`src/rtl/if_pkg.sv`:
```
// Shared types and constants for the instruction-fetch stage and its
// branch target buffer.
package if_pkg;

    localparam logic [31:0] RESET_PC_DEFAULT = 32'hBFC0_0000;
    localparam int          TAG_W_MAX        = 30;

    typedef enum logic [1:0] {
        SNT = 2'b00,
        WNT = 2'b01,
        WT  = 2'b10,
        ST  = 2'b11
    } ctr_t;

    // Tags are kept zero-extended to the widest possible tag so the struct
    // does not depend on the BTB size.
    typedef struct packed {
        logic                 valid;
        logic [TAG_W_MAX-1:0] tag;
        logic [31:0]          target;
        ctr_t                 ctr;
        logic                 likely;
    } btb_entry_t;

    typedef enum logic {
        SEQ  = 1'b0,
        PEND = 1'b1
    } seq_state_t;

    function automatic ctr_t ctr_next(ctr_t c, logic taken);
        if (taken) return (c == ST)  ? ST  : ctr_t'(c + 2'd1);
        else       return (c == SNT) ? SNT : ctr_t'(c - 2'd1);
    endfunction

    function automatic logic [TAG_W_MAX-1:0] pc_tag(logic [31:0] pc, int idx_w);
        return TAG_W_MAX'(pc >> (idx_w + 2));
    endfunction

endpackage

```
`src/rtl/if_btb.sv`:
```
// Direct-mapped branch target buffer: combinational lookup port and a
// synchronous training port with 2-bit saturating direction counters.
module if_btb
    import if_pkg::*;
#(
    parameter int BTB_ENTRIES = 16,
    localparam int BTB_IDX_W  = $clog2(BTB_ENTRIES)
) (
    input  logic        clk,
    input  logic        reset,
    input  logic [31:0] lookup_pc,
    output logic        lookup_hit,
    output logic        lookup_taken,
    output logic        lookup_likely,
    output logic [31:0] lookup_target,
    input  logic        upd_valid,
    input  logic [31:0] upd_pc,
    input  logic [31:0] upd_target,
    input  logic        upd_taken,
    input  logic        upd_likely
);

    btb_entry_t entries [BTB_ENTRIES];

    logic [BTB_IDX_W-1:0] rd_idx;
    btb_entry_t           rd_entry;
    logic [BTB_IDX_W-1:0] wr_idx;
    btb_entry_t           wr_entry;
    logic                 wr_hit;

    // Lookup reads the registered array, so a same-cycle update is not visible.
    assign rd_idx        = lookup_pc[BTB_IDX_W+1:2];
    assign rd_entry      = entries[rd_idx];
    assign lookup_hit    = rd_entry.valid && (rd_entry.tag == pc_tag(lookup_pc, BTB_IDX_W));
    assign lookup_taken  = rd_entry.ctr[1];
    assign lookup_likely = rd_entry.likely;
    assign lookup_target = rd_entry.target;

    assign wr_idx   = upd_pc[BTB_IDX_W+1:2];
    assign wr_entry = entries[wr_idx];
    assign wr_hit   = wr_entry.valid && (wr_entry.tag == pc_tag(upd_pc, BTB_IDX_W));

    // NOTE: the whole array sits in flops with a reset so every valid bit and
    // counter starts known; a RAM macro could not be cleared this way.
    always_ff @(posedge clk or posedge reset) begin
        if (reset) begin
            for (int i = 0; i < BTB_ENTRIES; i++) begin
                entries[i] <= '{valid: 1'b0, tag: '0, target: '0, ctr: WNT, likely: 1'b0};
            end
        end else if (upd_valid) begin
            if (wr_hit) begin
                entries[wr_idx].ctr    <= ctr_next(wr_entry.ctr, upd_taken);
                entries[wr_idx].target <= upd_target;
                entries[wr_idx].likely <= upd_likely;
            end else if (upd_taken) begin
                entries[wr_idx] <= '{valid:  1'b1,
                                     tag:    pc_tag(upd_pc, BTB_IDX_W),
                                     target: upd_target,
                                     ctr:    WT,
                                     likely: upd_likely};
            end
        end
    end

endmodule

```
`src/rtl/if_fetch_unit.sv`:
```
// Instruction-fetch stage: fetch PC, delay-slot sequencer, next-PC selection
// and the BTB-driven prediction outputs for the IF/ID register.
module if_fetch_unit
    import if_pkg::*;
#(
    parameter logic [31:0] RESET_PC    = RESET_PC_DEFAULT,
    parameter int          BTB_ENTRIES = 16
) (
    input  logic        clk,
    input  logic        reset,
    input  logic        Stall,
    input  logic        Redirect_Valid,
    input  logic [31:0] Redirect_Target,
    input  logic        Upd_Valid,
    input  logic [31:0] Upd_PC,
    input  logic [31:0] Upd_Target,
    input  logic        Upd_Taken,
    input  logic        Upd_Likely,
    output logic [31:0] imem_addr,
    input  logic [31:0] imem_rdata,
    output logic [31:0] IF_PC,
    output logic [31:0] IF_PC_plus_4,
    output logic [31:0] IF_Instruction,
    output logic        IF_Branch,
    output logic        IF_Branch_likely,
    output logic        IF_BTB_Hit,
    output logic        IF_Flush
);

    seq_state_t  state_q, state_d;
    logic [31:0] pc_q, pc_d;
    logic [31:0] pend_target_q, pend_target_d;

    logic        btb_hit;
    logic        btb_taken;
    logic        btb_likely;
    logic [31:0] btb_target;

    if_btb #(.BTB_ENTRIES(BTB_ENTRIES)) u_btb (
        .clk          (clk),
        .reset        (reset),
        .lookup_pc    (pc_q),
        .lookup_hit   (btb_hit),
        .lookup_taken (btb_taken),
        .lookup_likely(btb_likely),
        .lookup_target(btb_target),
        .upd_valid    (Upd_Valid),
        .upd_pc       (Upd_PC),
        .upd_target   (Upd_Target),
        .upd_taken    (Upd_Taken),
        .upd_likely   (Upd_Likely)
    );

    logic pred_en;
    assign pred_en = (state_q == SEQ);

    // The delay slot itself is never predicted.
    assign IF_BTB_Hit       = pred_en && btb_hit;
    assign IF_Branch        = pred_en && btb_hit && btb_taken;
    assign IF_Branch_likely = pred_en && btb_hit && btb_likely;

    assign imem_addr      = pc_q;
    assign IF_PC          = pc_q;
    assign IF_PC_plus_4   = pc_q + 32'd4;
    assign IF_Instruction = imem_rdata;
    assign IF_Flush       = Redirect_Valid;

    // NOTE: every output of this block gets a default first so no path can
    // leave one unassigned and infer a latch.
    always_comb begin
        pc_d          = pc_q;
        state_d       = state_q;
        pend_target_d = pend_target_q;
        if (Redirect_Valid) begin
            pc_d          = Redirect_Target;
            state_d       = SEQ;
            pend_target_d = '0;
        end else if (!Stall) begin
            case (state_q)
                PEND: begin
                    pc_d    = pend_target_q;
                    state_d = SEQ;
                end
                default: begin
                    pc_d = IF_PC_plus_4;
                    if (IF_Branch) begin
                        pend_target_d = btb_target;
                        state_d       = PEND;
                    end
                end
            endcase
        end
    end

    // NOTE: state registers use non-blocking assignments so every flop samples
    // the pre-edge values regardless of statement order.
    always_ff @(posedge clk or posedge reset) begin
        if (reset) begin
            pc_q          <= RESET_PC;
            state_q       <= SEQ;
            pend_target_q <= '0;
        end else begin
            pc_q          <= pc_d;
            state_q       <= state_d;
            pend_target_q <= pend_target_d;
        end
    end

endmodule

```
`config.mk`:
```
export PLATFORM = sky130hd
export DESIGN_NAME = if_fetch_unit
export DESIGN_NICKNAME = d
export VERILOG_FILES = /design/src/rtl/if_pkg.sv /design/src/rtl/if_btb.sv /design/src/rtl/if_fetch_unit.sv
export SDC_FILE = /design/constraint.sdc
export NUM_CORES = 2
export LEC_CHECK = 0
export BUFFER_PORTS_ARGS = -buffer_cell sky130_fd_sc_hd__buf_2
export CAP_MARGIN = 10
export CORE_MARGIN = 2
export CORE_UTILIZATION = 33
export CTS_BUF_LIST = sky130_fd_sc_hd__clkbuf_8
export DETAILED_ROUTE_END_ITERATION = 6
export HOLD_SLACK_MARGIN = 0.02
export PLACE_DENSITY_LB_ADDON = 0.05
export SYNTH_ARGS = -nofsm -noshare
export SYNTH_HDL_FRONTEND = slang
export SYNTH_SLANG_ARGS = --single-unit
```
`constraint.sdc`:
```
create_clock -name clk -period 86.2 [get_ports clk]
set_clock_uncertainty 0.2 [all_clocks]
set_input_delay 8.62 -clock clk [delete_from_list [all_inputs] [get_ports clk]]
set_output_delay 8.62 -clock clk [all_outputs]
set_load 0.03 [all_outputs]
```
==> impl_metrics.json <==
{
  "clockRootBuffer": "clkbuf_8",
  "firstDrtPassIters": 5,
  "die_w_um": 410,
  "drive_above_1_share": 0.494,
  "overflow": 0,
  "power_density_nw_per_um2": 24.3,
  "placementRows": 148,
  "synth_edf_count": 0,
  "synth.most_common_cell": "dfrtp_1",
  "antenna_found_initial": 19,
  "route.detailed.drc": 0,
  "grt_max_degree": 148,
  "ctsResizeCount": 0,
  "multi_input_area_um2": 25400,
  "numCtsBuffers": 201,
  "fin_crit_sh": 0.214,
  "crit_path_start_kind": "primary input",
  "worstPathMaxFanout": 59,
  "via_count": 34039,
  "worstPathArrival_ns": 9.60,
  "synth_cell_types": 77,
  "synthFlopType": "dfrtp_1",
  "grt_pass1_vias": 35401,
  "cp_cell_sequence": "buf_4, buf_2",
  "setup-tns-final_ns": 0,
  "power.share.clock": 0.340,
  "p_comb_frac": 0.215,
  "htreeDepth": 4,
  "internal_power_mw": 1.03,
  "synth_top_area_cell": "dfrtp_1",
  "clk_path_buf_depth": 3,
  "area_growth_syn_to_layout_pct": 11.9,
  "fmax_ghz": 0.0543,
  "hold_viol": 0,
  "cp_slowest_stage_delay_ns": 0.64,
  "hold_class": "reg2reg",
  "synth_top_area_share": 0.475,
  "via_per_inst": 5.48,
  "syn_nets": 3930,
  "maxCapViolCount": 0,
  "cts_sinks": 1057,
  "die_y_um": 410,
  "die_area_um2": 168000,
  "synth_warnings": 0,
  "grt_pass1_wl_um": 278000,
  "path_clk_slew_ns": 0.06,
  "dp_hpwl_um": 115000,
  "gp_congestion": 0.804,
  "worst-setup-path-type": "in2out",
  "antenna_left": 0,
  "postCtsSetupRepairBufs": 0,
  "register_area_um2": 26500,
  "syn_inst": 3794,
  "seqPwrFrac": 0.445,
  "slew_violations": 0,
  "maxSlewHeadroom": 0.184,
  "cp_top_family": "buffers and inverters",
  "tightestPinTransition_ns": 1.22,
  "synth_area_leaders": "dfrtp_1 (48%), mux2_2 (20%), mux4_2 (14%), mux2i_1 (2.9%), buf_4 (1.3%)",
  "ys_top_cells_by_count": "dfrtp_1 (1032), mux2_2 (956), mux4_2 (330), clkbuf_1 (161), mux2i_1 (157)",
  "drtIter0Drc": 1939,
  "coreArea_um2": 163000,
  "start_util": 0.333,
  "ir_drop_mv": 0.0164,
  "cp_slowest_cell": "buf_4",
  "io_pins": 267,
  "fill_cells": 15760,
  "post_drt_wl_per_cell_um": 31.1,
  "port_buffers": 200,
  "layout.nets": 4009,
  "swShare": 0.303,
  "synth_area_um2": 54400,
  "period_needed_ns": 18.42,
  "whs_ns": 0.256,
  "netSwitchingPower_mw": 0.447,
  "crit_path_end_kind": "output pin",
  "async_flop_share": 1.00,
  "p_leak_nw": 26.4,
  "rsz0062_at_grt": "false",
  "yosysSeqAreaShare": 0.487,
  "ys_ff_latch": 1057,
  "clk_latency_ns": 0.94,
  "cts_tree": "built",
  "status": "finished, final reports clean",
  "grt_use_total": 0.230,
  "synth_area_per_cell_um2": 14.3,
  "holdBufCountCts": 0,
  "worstPathRequired_ns": 77.38,
  "finalPower_mw": 1.48,
  "finalWirelength_um": 193000,
  "setup_violations": 0,
  "worst-path-buf-inv": 2
}
-- worst paths after layout --
check	end	from	slack [ns]	cells past startpoint
worst min-delay path	u_btb.entries[529]	u_btb.entries[529]	0.26	2
worst min register to register	u_btb.entries[529]	u_btb.entries[529]	0.26	2
min in group asynchronous	u_btb.entries[403]	reset	7.61	2
max in group asynchronous	u_btb.entries[620]	reset	75.25	5
worst max register to register	pend_target_q[19]	IF_PC[2]	79.37	12
worst max-delay path	IF_Flush	Redirect_Valid	67.78	2
-- cell families after synthesis --
| logic type | share of synthesized area |
|---|---|
| AND/OR/NAND/NOR | 0.0387 |
| XOR/XNOR | 0.0127 |
| buffers and inverters | 0.0464 |
| flip-flops | 0.487 |
| AO/OA/AOI/OAI | 0.0407 |
| adder cells (fa/ha/maj) | 0.000414 |
| multiplexers | 0.374 |
-- power by group through the flow --
stage	sequential, mW	combinational (mW)	clock (mW)
after floorplan	0.642	0.246	0
after global placement	0.663	0.319	0
after detailed placement	0.663	0.322	0
after CTS	0.655	0.323	0.519
after global routing	0.668	0.340	0.543
final	0.656	0.318	0.502
-- metrics by stage --
step	util	instances	setup slack [ns]	instance area [um^2]
2_1_floorplan	-	3794	47.67	54400
3_3_place_gp	0.348	5845	67.73	56800
4_1_cts	0.373	6201	67.73	60800
6_report	0.373	6210	67.78	60800
5_1_grt	0.373	6205	67.72	60800
3_5_place_dp	0.348	5845	67.73	56800
-- metal layers --
layer / vias to the layer above / routed length (um) / GRT usage
met5: - / 110 / 0
met4: 18 / 4220 / 0.0563
met3: 267 / 8150 / 0.0359
met2: 780 / 90200 / 0.363
met1: 18591 / 90400 / 0.330
li1: 14383 / - / -
-- flip-flops by register name, indices dropped and copies added (netlist names) --
| register | count |
|---|---|
| IF_PC | 32 |
| u_btb.entries | 992 |
| pend_target_q | 32 |
| state_q | 1 |
-- placed cells by master, fill, tap and decap left out, types with 6 or more instances in the layout --
master and count:
nor2b_1 8, xnor2_1 55, nor4_1 6, a22o_1 13, mux2i_1 157, o211ai_1 9
inv_1 130, dfstp_2 25, nand2_1 81, nand2b_1 21, a31o_2 32, nand3_2 12
buf_2 196, or3_1 12, mux2_2 956, clkinv_2 16, nand3_1 31, mux4_2 330
xor2_1 24, a221oi_1 20, diode_2 9, a22oi_1 27, dfrtp_1 1027, nor3_1 19
a21oi_1 61, nand4_1 48, o21ai_0 57, inv_12 6, mux2_1 49, o22ai_1 23
and2_1 6, nor2_1 58, nor3_4 11, and3_1 8, o2bb2ai_1 16, a2bb2oi_1 19
buf_4 98, clkbuf_8 254
-- final cells by class --
class	count	area share
tap	2175	0.0447
clock inverter	102	0.00895
antenna	9	0.000370
timing repair buffer	302	0.0304
sequential	1057	0.436
inverter	60	0.00383
multi-input combinational	2251	0.418
clock buffer	254	0.0575
No activity file was read; power rests on OpenSTA's default activity.
